### config.mk
export PLATFORM = sky130hd
export DESIGN_NAME = ps2_kbd_rx
export DESIGN_NICKNAME = d
export VERILOG_FILES = /design/src/rtl/ps2_pkg.sv /design/src/rtl/ps2_fifo.sv /design/src/rtl/ps2_kbd_rx.sv
export SDC_FILE = /design/constraint.sdc
export NUM_CORES = 1
export LEC_CHECK = 0
export BUFFER_PORTS_ARGS = -buffer_cell sky130_fd_sc_hd__buf_2
export CAP_MARGIN = 20
export CORE_MARGIN = 10
export CORE_UTILIZATION = 45
export DETAILED_ROUTE_END_ITERATION = 8
export GPL_ROUTABILITY_DRIVEN = 0
export SKIP_LAST_GASP = 1
export SYNTH_ARGS = -nofsm -noshare
export SYNTH_HDL_FRONTEND = slang
export SYNTH_HIERARCHICAL = 1
export SYNTH_SLANG_ARGS = --single-unit
export TNS_END_PERCENT = 5
### constraint.sdc
create_clock -name clk -period 8.5 [get_ports clk]
set_input_delay 0.85 -clock clk [delete_from_list [all_inputs] [get_ports clk]]
set_output_delay 0.85 -clock clk [all_outputs]
set_load 0.01 [all_outputs]
### src/rtl/ps2_pkg.sv
// Shared definitions for the PS/2 keyboard receiver: FSM states, frame constants
// and the odd-parity check used at the stop bit.
package ps2_pkg;

  localparam int PS2_FRAME_BITS = 11;
  localparam int PS2_DATA_BITS  = 8;

  // START_OK is folded into DATA with bit count 0
  typedef enum logic [1:0] {
    ST_IDLE   = 2'd0,
    ST_DATA   = 2'd1,
    ST_PARITY = 2'd2,
    ST_STOP   = 2'd3
  } ps2_state_e;

  function automatic logic odd_parity_ok(input logic [PS2_DATA_BITS-1:0] data_byte,
                                         input logic                     parity);
    return ^data_byte ^ parity;
  endfunction

endpackage

### src/rtl/ps2_fifo.sv
// Synchronous first-word-fall-through FIFO. Pointers carry one extra wrap bit so
// full and empty are told apart without a separate counter.
module ps2_fifo #(
  parameter int WIDTH = 8,
  parameter int DEPTH = 8
) (
  input  logic                     clk,
  input  logic                     rst,
  input  logic                     push,
  input  logic [WIDTH-1:0]         push_data,
  input  logic                     pop,
  output logic [WIDTH-1:0]         head,
  output logic                     full,
  output logic                     empty,
  output logic [$clog2(DEPTH):0]   level
);

  localparam int AW = $clog2(DEPTH);

  logic [WIDTH-1:0] mem [DEPTH];
  logic [AW:0]      wr_ptr;
  logic [AW:0]      rd_ptr;
  logic             do_push;
  logic             do_pop;

  assign empty = (wr_ptr == rd_ptr);
  assign full  = (wr_ptr[AW] != rd_ptr[AW]) && (wr_ptr[AW-1:0] == rd_ptr[AW-1:0]);
  assign level = wr_ptr - rd_ptr;

  // A pop frees a slot in the same cycle, so a push into a full FIFO still lands.
  assign do_pop  = pop && !empty;
  assign do_push = push && (!full || do_pop);

  assign head = mem[rd_ptr[AW-1:0]];

  // NOTE: state registers use non-blocking assignments so every flop samples
  // the pre-edge values of the others, regardless of statement order.
  always_ff @(posedge clk or negedge rst) begin
    if (!rst) begin
      wr_ptr <= '0;
      rd_ptr <= '0;
    end else begin
      if (do_push) wr_ptr <= wr_ptr + 1'b1;
      if (do_pop)  rd_ptr <= rd_ptr + 1'b1;
    end
  end

  // NOTE: storage is deliberately not reset; empty/valid already mask stale
  // contents, and a reset here would stop the array mapping onto RAM.
  always_ff @(posedge clk) begin
    if (do_push) mem[wr_ptr[AW-1:0]] <= push_data;
  end

endmodule

### src/rtl/ps2_kbd_rx.sv
// PS/2 keyboard receiver: synchronises the pins, deframes 11-bit device-to-host
// frames, checks start/parity/stop and queues good scan codes in a FWFT FIFO.
module ps2_kbd_rx
  import ps2_pkg::*;
#(
  parameter int FIFO_DEPTH     = 8,
  parameter int TIMEOUT_CYCLES = 20000
) (
  input  logic                          clk,
  input  logic                          rst,
  input  logic                          ps2_clk,
  input  logic                          ps2_data,
  input  logic                          ready,
  output logic [PS2_DATA_BITS-1:0]      data,
  output logic                          valid,
  output logic [$clog2(FIFO_DEPTH):0]   level,
  output logic                          frame_err,
  output logic                          overflow
);

  localparam int                 TO_W    = $clog2(TIMEOUT_CYCLES + 1);
  localparam logic [TO_W-1:0]    TO_LAST = TO_W'(TIMEOUT_CYCLES - 1);

  logic [2:0]               clk_sync;
  logic [2:0]               data_sync;
  logic                     fe;
  logic                     bit_in;

  ps2_state_e               state, state_d;
  logic [2:0]               bit_cnt, bit_cnt_d;
  logic [PS2_DATA_BITS-1:0] shift_reg, shift_d;
  logic                     parity_bit, parity_d;
  logic [TO_W-1:0]          to_cnt, to_cnt_d;
  logic                     frame_err_d;
  logic                     overflow_d;

  logic                     push;
  logic                     pop;
  logic                     fifo_full;
  logic                     fifo_empty;
  logic [PS2_DATA_BITS-1:0] fifo_head;

  // Idle-high line levels at reset, so release never fabricates a falling edge.
  always_ff @(posedge clk or negedge rst) begin
    if (!rst) begin
      clk_sync  <= 3'b111;
      data_sync <= 3'b111;
    end else begin
      clk_sync  <= {clk_sync[1:0], ps2_clk};
      data_sync <= {data_sync[1:0], ps2_data};
    end
  end

  assign fe     = (clk_sync[2:1] == 2'b10);
  assign bit_in = data_sync[2];

  assign valid = !fifo_empty;
  assign pop   = valid && ready;
  assign data  = valid ? fifo_head : '0;

  always_ff @(posedge clk or negedge rst) begin
    if (!rst) begin
      state      <= ST_IDLE;
      bit_cnt    <= '0;
      shift_reg  <= '0;
      parity_bit <= 1'b0;
      to_cnt     <= '0;
      frame_err  <= 1'b0;
      overflow   <= 1'b0;
    end else begin
      state      <= state_d;
      bit_cnt    <= bit_cnt_d;
      shift_reg  <= shift_d;
      parity_bit <= parity_d;
      to_cnt     <= to_cnt_d;
      frame_err  <= frame_err_d;
      overflow   <= overflow_d;
    end
  end

  // NOTE: every signal driven here gets a default first; a path that leaves
  // one unassigned would infer a latch.
  always_comb begin
    state_d     = state;
    bit_cnt_d   = bit_cnt;
    shift_d     = shift_reg;
    parity_d    = parity_bit;
    to_cnt_d    = to_cnt + 1'b1;
    frame_err_d = 1'b0;
    overflow_d  = overflow;
    push        = 1'b0;

    if (state == ST_IDLE || fe) to_cnt_d = '0;

    // A stalled device aborts the frame even if an edge arrives in the same cycle.
    if (state != ST_IDLE && to_cnt == TO_LAST) begin
      state_d     = ST_IDLE;
      frame_err_d = 1'b1;
      to_cnt_d    = '0;
    end else if (fe) begin
      unique case (state)
        ST_IDLE: begin
          if (!bit_in) begin
            state_d   = ST_DATA;
            bit_cnt_d = '0;
          end
        end
        ST_DATA: begin
          shift_d   = {bit_in, shift_reg[PS2_DATA_BITS-1:1]};
          bit_cnt_d = bit_cnt + 3'd1;
          if (bit_cnt == 3'(PS2_DATA_BITS - 1)) state_d = ST_PARITY;
        end
        ST_PARITY: begin
          parity_d = bit_in;
          state_d  = ST_STOP;
        end
        ST_STOP: begin
          state_d = ST_IDLE;
          if (bit_in && odd_parity_ok(shift_reg, parity_bit)) begin
            if (!fifo_full || pop) push = 1'b1;
            else                   overflow_d = 1'b1;
          end else begin
            frame_err_d = 1'b1;
          end
        end
        default: state_d = ST_IDLE;
      endcase
    end
  end

  ps2_fifo #(
    .WIDTH (PS2_DATA_BITS),
    .DEPTH (FIFO_DEPTH)
  ) u_fifo (
    .clk       (clk),
    .rst       (rst),
    .push      (push),
    .push_data (shift_reg),
    .pop       (pop),
    .head      (fifo_head),
    .full      (fifo_full),
    .empty     (fifo_empty),
    .level     (level)
  );

endmodule
==> results.json, run 1 <==
{
  "stdcell_area_um2": 5270,
  "cell_chain_critical_path": "inv_1 > ha_1 > nand3_1 > nor2_1 > nor2b_1 > nand2b_1 > nor4b_1 > nand3b_1 > nor3_1",
  "vias_per_cell": 5.44,
  "count_of_mapped_cells_out_of_synthesis": 337,
  "grt_pass1_wl_um": 15600,
  "maxCapViolCount": 0,
  "cts-buffers-inserted": 9,
  "dpl.cell_count": 485,
  "yosys_warnings": 6,
  "maxClockFrequency_ghz": 0.218,
  "async_flop_share": 0.413,
  "status": "complete, no violations",
  "crit_family": "simple AND/OR/NAND/NOR gates",
  "initial_utilization": 0.465,
  "synth_area_leader_cell": "edfxtp_1",
  "core.rowCount": 37,
  "finalWirelength_um": 9760,
  "place_worst_setup_slack_ns": 3.82,
  "most_common_cell_after_layout_fill_and_taps_aside": "edfxtp_1",
  "max_reg_flops": 64,
  "peakVddDrop_v": 0.000152,
  "end_kind": "flop",
  "grt_util_all_layers": 0.136,
  "clkSlewWorstSetupHoldPaths_ns": 0.10,
  "via_count_of_the_first_global_routing_pass": 2760,
  "insertion_delay_ns": 0.37,
  "fin_crit_sh": 0.541,
  "final_net_count": 380,
  "hold_path.class": "flop to flop",
  "cellPowerDensity_nw_per_um2": 306,
  "cts_root_cell": "clkbuf_8",
  "die_height_um": 124,
  "place_hpwl_um": 6960,
  "ys.flop_type": "edfxtp_1",
  "synth_seq_area_share": 0.633,
  "cpPeakStageDelay_ns": 0.91,
  "timing_hold_violations_final": 0,
  "layout_setup_ws_ns": 3.90,
  "cts_post_setup_buffers_inserted": 0,
  "slew_violations": 0,
  "fin_tns_setup_ns": 0,
  "yosys_register_bits": 109,
  "wl_per_cell_um": 19.4,
  "ys_top_cells_by_area": "edfxtp_1, dfrtp_1, mux4_2",
  "detail-route-antenna-nets": 0,
  "final_cell_mix": "edfxtp_1, dfrtp_1, nand2_1",
  "boundaryPins": 20,
  "clock_skew_ns": 0.0151,
  "worst-endpoint-arrival_ns": 4.59,
  "setup_viol": 0,
  "critPathLaunchType": "flop",
  "synth_largest_type_area_fraction": 0.398,
  "worst_pin_slew_ns": 1.07,
  "cts_htree_levels": 3,
  "synthesized_area_per_cell_um2": 14.3,
  "path_class": "flop to flop",
  "cpMaxStageDelayCell": "dfrtp_1",
  "die_x_um": 124,
  "power.leakage_nw": 1.98,
  "post_cts_hold_buffer_count": 0,
  "layout-area-overhead-vs-synth_pct": 9.23,
  "post-route-drc-count": 0,
  "max-slew-margin-rel": 0.279,
  "synth.distinct_cells": 47,
  "fin_cells": 503,
  "dr.first_iter.drc_count": 150,
  "synth_nets": 355,
  "post-layout-total-power_w": 0.00161,
  "cts.repair.resized": 0,
  "worstPathBufferInverterCount": 1,
  "cts-root-to-sink-buffers": 2,
  "n_antenna_cell": 0,
  "coreArea_um2": 10400,
  "setup_repair_after_global_routing_missed_its_margin": "false",
  "cts_tree": "yes",
  "tritonroute_pass_1_iters": 4,
  "crit_path_max_fanout": 21,
  "dpl-instance-area_um2": 5050,
  "vias": 2736,
  "synth_area_um2": 4820,
  "grt_antenna_before_repair": 0,
  "layout-drive-gt1-share": 0.210,
  "globalRouteOverflowTotal": 0,
  "dieArea_um2": 15300,
  "grt_max_degree": 46,
  "critPathRequiredTime_ns": 8.50,
  "final.min_clock_period_ns": 4.60,
  "io_buffers": 19,
  "numClockSinks": 109,
  "synth-edff-count": 64
}
==> cell usage after synthesis, types with 2 or more instances <==
master and n:
nand4_1 4, nand3b_1 3, nand2b_1 2, xnor2_1 20
xor2_1 9, mux4_2 16, nor2b_1 12, dfstp_2 6
inv_1 16, a21o_1 2, a21oi_1 4, nand2_1 34
mux2_2 10, o211ai_1 2, nor2_1 26, buf_2 4
nand3_1 8, nor3_1 8, nor4b_1 3, o21ai_0 3
edfxtp_1 64, a41oi_1 2, a32o_1 2, ha_1 12
nor4_1 4, dfrtp_1 39, buf_6 2
==> power breakdown <==
part	switching (W)	total, W	internal, W
Combinational	0.000281	0.000556	0.000275
Sequential	0.000117	0.000755	0.000639
Clock	0.000185	0.000299	0.000114
==> cells by family (layout without fill, tap and decap cells) <==
kind of cell,count (synthesis),in the layout,synth area share
buffers and inverters,26,56,0.0252
AO/OA/AOI/OAI,20,20,0.0314
adder cells (fa/ha/maj),13,13,0.0353
flip-flops,109,109,0.633
multiplexers,27,27,0.100
XOR/XNOR,30,30,0.0573
AND/OR/NAND/NOR,112,112,0.117
==> final cells by class <==
cell class | instances | area (µm²)
Fill cell | 931 | 5100
Sequential cell | 109 | 3060
Multi-Input combinational cell | 202 | 1650
Tap cell | 136 | 170
Timing Repair Buffer | 23 | 143
Clock buffer | 9 | 124
Clock inverter | 7 | 66.3
Inverter | 17 | 63.8
==> through the flow <==
stage / utilization / hold WS, ns
after floorplan: - / 0.345
after global placement: 0.487 / 0.347
after detailed placement: 0.487 / 0.347
after CTS: 0.505 / 0.363
after global routing: 0.508 / 0.367
final: 0.508 / 0.362
==> final timing paths <==
kind,start,end,slack (ns),cells after the start
min reg2reg,data_sync[1]$_DFF_PN1_,data_sync[2]$_DFF_PN1_,0.36,0
min,data_sync[1]$_DFF_PN1_,data_sync[2]$_DFF_PN1_,0.36,0
max in group asynchronous,rst,state[1]$_DFFE_PN0P_,7.51,2
max,u_fifo/rd_ptr[1]$_DFFE_PN0P_,u_fifo/mem[0][7]$_DFFE_PP_,3.90,9
min in group asynchronous,rst,u_fifo/rd_ptr[1]$_DFFE_PN0P_,0.56,2
max reg2reg,u_fifo/rd_ptr[1]$_DFFE_PN0P_,u_fifo/mem[0][7]$_DFFE_PP_,3.90,9
==> routing by layer <==
metal	part of all wire	global-route usage
met5	0	0
met3	0.045	0.0228
met1	0.44	0.176
met2	0.50	0.227
met4	0.016	0.0509
Note: power is estimated with default switching activity, not from simulation.
==> run 2: changes to the inputs <==
ABC_AREA = 1   (was unset)
clock period = 4.1 ns   (was 8.5 ns; I/O delays follow)
==> results.json, run 2 <==
{
  "end_kind": "flop",
  "wl_per_cell_um": 15.0,
  "clkSlewWorstSetupHoldPaths_ns": 0.07,
  "detail-route-antenna-nets": 0,
  "synthesized_area_per_cell_um2": 9.58,
  "dr.first_iter.drc_count": 266,
  "final_net_count": 589,
  "timing_hold_violations_final": 0,
  "layout.area.seq_um2": 3060,
  "synthMostInstantiatedCell": "nand2_1",
  "synth_largest_type_area_fraction": 0.365,
  "synth.distinct_cells": 41,
  "grt_use_met1": 0.174,
  "grt.busiest_layer": "met2",
  "numClockSinks": 109,
  "clock_skew_ns": 0.00997,
  "vias_per_cell": 5.01,
  "slew_violations": 0,
  "cts_root_cell": "clkbuf_16",
  "netlist_top_cells_count": "nand2_1, edfxtp_1, nor2_1",
  "finalWirelength_um": 10800,
  "boundaryPins": 20,
  "fin_tns_setup_ns": 0,
  "yosys_warnings": 6,
  "path_class": "flop to flop",
  "fin_crit_sh": 0.902,
  "coreArea_um2": 11400,
  "async_flop_share": 0.413,
  "fillerInstances": 1059,
  "die_x_um": 128,
  "stdcell_area_um2": 5770,
  "hold_path.class": "input pin to flop",
  "synth_nets": 568,
  "post-layout-total-power_w": 0.00355,
  "grt_antenna_before_repair": 0,
  "layout_setup_ws_ns": 0.400,
  "status": "complete, no violations",
  "max-slew-margin-rel": 0.553,
  "met3_usage": 0.0352,
  "initial_utilization": 0.461,
  "cts_htree_levels": 3,
  "grt_pass1_wl_um": 17900,
  "grt_util_all_layers": 0.139,
  "globalRouteOverflowTotal": 0,
  "crit_path_max_fanout": 12,
  "peakVddDrop_v": 0.000376,
  "synth-edff-count": 64,
  "cts-root-to-sink-buffers": 2,
  "max_reg_flops": 64,
  "final_cell_mix": "nand2_1, edfxtp_1, nor2_1",
  "layout-drive-gt1-share": 0.149,
  "most_common_cell_after_layout_fill_and_taps_aside": "nand2_1",
  "critPathLaunchType": "flop",
  "post-route-drc-count": 0,
  "place_hpwl_um": 7750,
  "synth_seq_area_share": 0.580,
  "io_buffers": 19,
  "die_height_um": 128,
  "worst_pin_slew_ns": 0.668,
  "dpl-instance-area_um2": 5440,
  "insertion_delay_ns": 0.35,
  "setup_repair_after_global_routing_missed_its_margin": "false",
  "n_antenna_cell": 0,
  "via_count_of_the_first_global_routing_pass": 3546,
  "maxClockFrequency_ghz": 0.270,
  "power.leakage_nw": 2.51,
  "grt_max_degree": 46,
  "multi_input_area_um2": 1850,
  "cts-buffers-inserted": 9,
  "critPathRequiredTime_ns": 4.09,
  "core.rowCount": 39,
  "ys.flop_type": "edfxtp_1",
  "ys_top_cells_by_area": "edfxtp_1, dfrtp_1, nand2_1",
  "yosys_register_bits": 109,
  "cellPowerDensity_nw_per_um2": 616,
  "maxCapViolCount": 0,
  "layout-area-overhead-vs-synth_pct": 9.43,
  "place_worst_setup_slack_ns": 0.401,
  "vias": 3605,
  "synth_area_leader_cell": "edfxtp_1",
  "final.min_clock_period_ns": 3.70,
  "post_cts_hold_buffer_count": 0,
  "worst-endpoint-arrival_ns": 3.69,
  "setup_viol": 0,
  "cts.repair.resized": 0,
  "dieArea_um2": 16400,
  "synth_area_um2": 5270,
  "cts_tree": "yes",
  "count_of_mapped_cells_out_of_synthesis": 550,
  "groute.layer.met2.usage": 0.226,
  "cts_post_setup_buffers_inserted": 0,
  "tritonroute_pass_1_iters": 4
}
-- run 2: changes by cell type in the layout (fill, tap and decap cells not counted), moves of 7 or more --
cell	before	now
nor2_1	26	57
o21ai_1	0	25
clkbuf_16	0	10
nand2_1	34	169
mux2_2	10	0
inv_1	16	48
nand3_1	8	18
clkbuf_8	9	0
o21ai_0	3	20
mux4_2	16	0
xnor2_1	20	3
nor2b_1	12	0
o21ai_2	0	7
-- run 2: worst max-delay path: stages (launching register included) --
cell,delay [ns]
dfrtp_1,0.56
clkinv_1,0.33
ha_1,0.42
nand2_2,0.13
nor2_4,0.05
nand2_2,0.08
inv_1,0.14
nor2_1,0.26
nor2_1,0.10
nand3b_1,0.16
nor3_1,0.17
buf_4,0.17
nand3_1,0.18
nor2_1,0.57
-- run 2: worst paths after layout --
kind | start | endpoint | slack [ns] | depth (start not counted)
hold / removal | ps2_data | data_sync[0]$_DFF_PN1_ | 0.16 | 1
min in group asynchronous | rst | shift_reg[3]$_DFFE_PN0P_ | 0.43 | 2
max in group asynchronous | rst | data_sync[0]$_DFF_PN1_ | 3.16 | 3
setup reg to reg | u_fifo/rd_ptr[2]$_DFFE_PN0P_ | u_fifo/mem[4][5]$_DFFE_PP_ | 0.40 | 13
setup / recovery | u_fifo/rd_ptr[2]$_DFFE_PN0P_ | u_fifo/mem[4][5]$_DFFE_PP_ | 0.40 | 13
hold reg to reg | data_sync[0]$_DFF_PN1_ | data_sync[1]$_DFF_PN1_ | 0.36 | 0
-- run 2: final cells by class --
cell class              instances  area share
clock buffers                  10      0.0434
clock inverters                 6     0.00716
flip-flops and latches        109       0.530
repair buffers                 25      0.0269
well taps                     143      0.0310
multi-input cells             366       0.321
inverters                      60      0.0408
-- run 2: per-stage QoR --
stage	std cells	utilization	hold WS, ns
floorplan	550	-	0.114
global placement	701	0.477	0.346
detailed placement	701	0.477	0.348
CTS	717	0.502	0.136
global route	719	0.505	0.136
finish	719	0.505	0.155
-- run 2: cell families after synthesis --
logic type | after synthesis | synth area share
xor+xnor | 10 | 0.0166
fa+ha+maj | 13 | 0.0323
flops | 109 | 0.580
buf+inv | 75 | 0.0691
compound gates | 66 | 0.0705
simple gates | 277 | 0.232
-- run 2: layer usage --
| layer | part of all wire | wire [µm] |
|---|---|---|
| met1 | 0.45 | 4890 |
| met2 | 0.48 | 5200 |
| met3 | 0.051 | 552 |
| met4 | 0.015 | 158 |
| met5 | 0 | 0 |
-- run 2: report_power, final --
| part | switching, W | internal, W | total (W) |
|---|---|---|---|
| clock network | 0.000394 | 0.000452 | 0.000845 |
| registers | 0.000148 | 0.00131 | 0.00145 |
| logic | 0.000828 | 0.000425 | 0.00125 |
| total | 0.00137 | 0.00218 | 0.00355 |
==> run 3: changes to the inputs <==
PLACE_DENSITY = 0.62   (was unset)
==> results.json, run 3 (synthesized netlist as in run 2, its figures left out) <==
{
  "status": "complete, no violations",
  "final_cell_mix": "nand2_1, edfxtp_1, nor2_1",
  "cts-buffers-inserted": 9,
  "coreArea_um2": 11400,
  "maxCapViolCount": 0,
  "max-slew-margin-rel": 0.544,
  "grt_max_degree": 46,
  "power.leakage_nw": 2.49,
  "setup_viol": 0,
  "vias_per_cell": 5.10,
  "dieArea_um2": 16400,
  "post-route-drc-count": 0,
  "cts_root_cell": "clkbuf_16",
  "end_kind": "flop",
  "max_reg_flops": 64,
  "final_net_count": 587,
  "grt_util_all_layers": 0.141,
  "peakVddDrop_v": 0.000499,
  "core.rowCount": 39,
  "cts_tree": "yes",
  "cellPowerDensity_nw_per_um2": 612,
  "cts.repair.resized": 0,
  "dr.first_iter.drc_count": 309,
  "hold_path.class": "input pin to asynchronous set/reset pin",
  "post_cts_hold_buffer_count": 0,
  "grt_pass1_wl_um": 18000,
  "worst_pin_slew_ns": 0.682,
  "finalWirelength_um": 10800,
  "initial_utilization": 0.461,
  "place_hpwl_um": 7700,
  "io_buffers": 19,
  "maxClockFrequency_ghz": 0.275,
  "critPathLaunchType": "flop",
  "worst-endpoint-arrival_ns": 3.63,
  "detail-route-antenna-nets": 0,
  "vias": 3654,
  "cts_post_setup_buffers_inserted": 0,
  "n_antenna_cell": 0,
  "layout.core_utilization": 0.503,
  "die_height_um": 128,
  "cts_htree_levels": 3,
  "fillerInstances": 1077,
  "tritonroute_pass_1_iters": 5,
  "via_count_of_the_first_global_routing_pass": 3611,
  "globalRouteOverflowTotal": 0,
  "slack_of_the_worst_reg_to_reg_path_ns": 0.46,
  "final.min_clock_period_ns": 3.64,
  "clock_skew_ns": 0.00775,
  "die_x_um": 128,
  "setup_repair_after_global_routing_missed_its_margin": "false",
  "path_class": "flop to flop",
  "crit_path_max_fanout": 12,
  "fin_crit_sh": 0.888,
  "most_common_cell_after_layout_fill_and_taps_aside": "nand2_1",
  "boundaryPins": 20,
  "critPathRequiredTime_ns": 4.09,
  "clkSlewWorstSetupHoldPaths_ns": 0.07,
  "layout-drive-gt1-share": 0.148,
  "worstRegToRegCells": 13,
  "grt_antenna_before_repair": 0,
  "numClockSinks": 109,
  "layout-area-overhead-vs-synth_pct": 8.95,
  "timing.rr.end": "u_fifo/mem[6][5]$_DFFE_PP_",
  "wl_per_cell_um": 15.1,
  "insertion_delay_ns": 0.35,
  "fin_tns_setup_ns": 0,
  "r2r-start": "u_fifo/rd_ptr[2]$_DFFE_PN0P_",
  "timing_hold_violations_final": 0,
  "cts-root-to-sink-buffers": 2,
  "slew_violations": 0
}
## run 3: changes by cell type in the layout (fill, tap and decap cells not counted), sizes merged
| cell | before | now |
|---|---|---|
| clkinvlp | 1 | 2 |
| inv | 59 | 57 |
| dlygate4sd3 | 1 | 0 |
| buf | 24 | 23 |
| clkbuf | 10 | 9 |
| clkinv | 6 | 8 |
## run 3: layer usage
layer | wire [µm] | GRT usage | part of all wire
met4 | 178 | 0.0576 | 0.016
met3 | 556 | 0.0418 | 0.051
met1 | 4630 | 0.167 | 0.43
met5 | 0 | 0 | 0
met2 | 5450 | 0.235 | 0.50
## run 3: where the power goes
part,internal (W),switching [W],total (W),leakage [nW]
clock network,0.000414,0.000391,0.000804,0.132
logic,0.000419,0.000819,0.00124,1.20
registers,0.00131,0.000164,0.00147,1.16
## run 3: worst max-delay path by stage
stage	startpoint	to	slack, ns	cells past startpoint
after detailed placement	u_fifo/rd_ptr[2]$_DFFE_PN0P_	u_fifo/mem[6][2]$_DFFE_PP_	0.48	13
after global placement	u_fifo/rd_ptr[2]$_DFFE_PN0P_	u_fifo/mem[6][6]$_DFFE_PP_	0.59	13
after floorplan	u_fifo/rd_ptr[2]$_DFFE_PN0P_	u_fifo/mem[2][0]$_DFFE_PP_	0.75	14
after global routing	u_fifo/rd_ptr[2]$_DFFE_PN0P_	u_fifo/mem[6][5]$_DFFE_PP_	0.15	13
final	u_fifo/rd_ptr[2]$_DFFE_PN0P_	u_fifo/mem[6][5]$_DFFE_PP_	0.46	13
after CTS	u_fifo/rd_ptr[2]$_DFFE_PN0P_	u_fifo/mem[6][5]$_DFFE_PP_	0.44	13
## run 3: critical path: stages (launching register included)
cell      delay [ns]
dfrtp_1         0.56
clkinv_1        0.34
ha_1            0.42
nand2_2         0.12
nor2_4          0.05
nand2_2         0.07
inv_1           0.14
nor2_1          0.24
nor2_1          0.10
nand3b_1        0.16
nor3_1          0.17
buf_4           0.17
nand3_1         0.16
nor2_1          0.57
## run 3: area by class of cell
cell class              instances  area [µm²]  area share
clock inverters                 7        51.3     0.00894
flip-flops and latches        109        3060       0.532
inverters                      60         235      0.0410
clock buffers                   9         225      0.0392
multi-input cells             366        1850       0.322
repair buffers                 23         145      0.0253
well taps                     143         179      0.0312
## run 3: stage by stage
stage | cell area, µm² | cells | power [W] | hold WS (ns) | worst slack (ns)
after floorplan | 5270 | 550 | 0.00238 | 0.114 | 0.749
after global routing | 5740 | 717 | 0.00379 | 0.0717 | 0.149
after detailed placement | 5440 | 700 | 0.00274 | 0.348 | 0.476
final | 5740 | 717 | 0.00351 | 0.0488 | 0.460
after global placement | 5440 | 700 | 0.00272 | 0.347 | 0.587
after CTS | 5710 | 716 | 0.00356 | 0.136 | 0.436
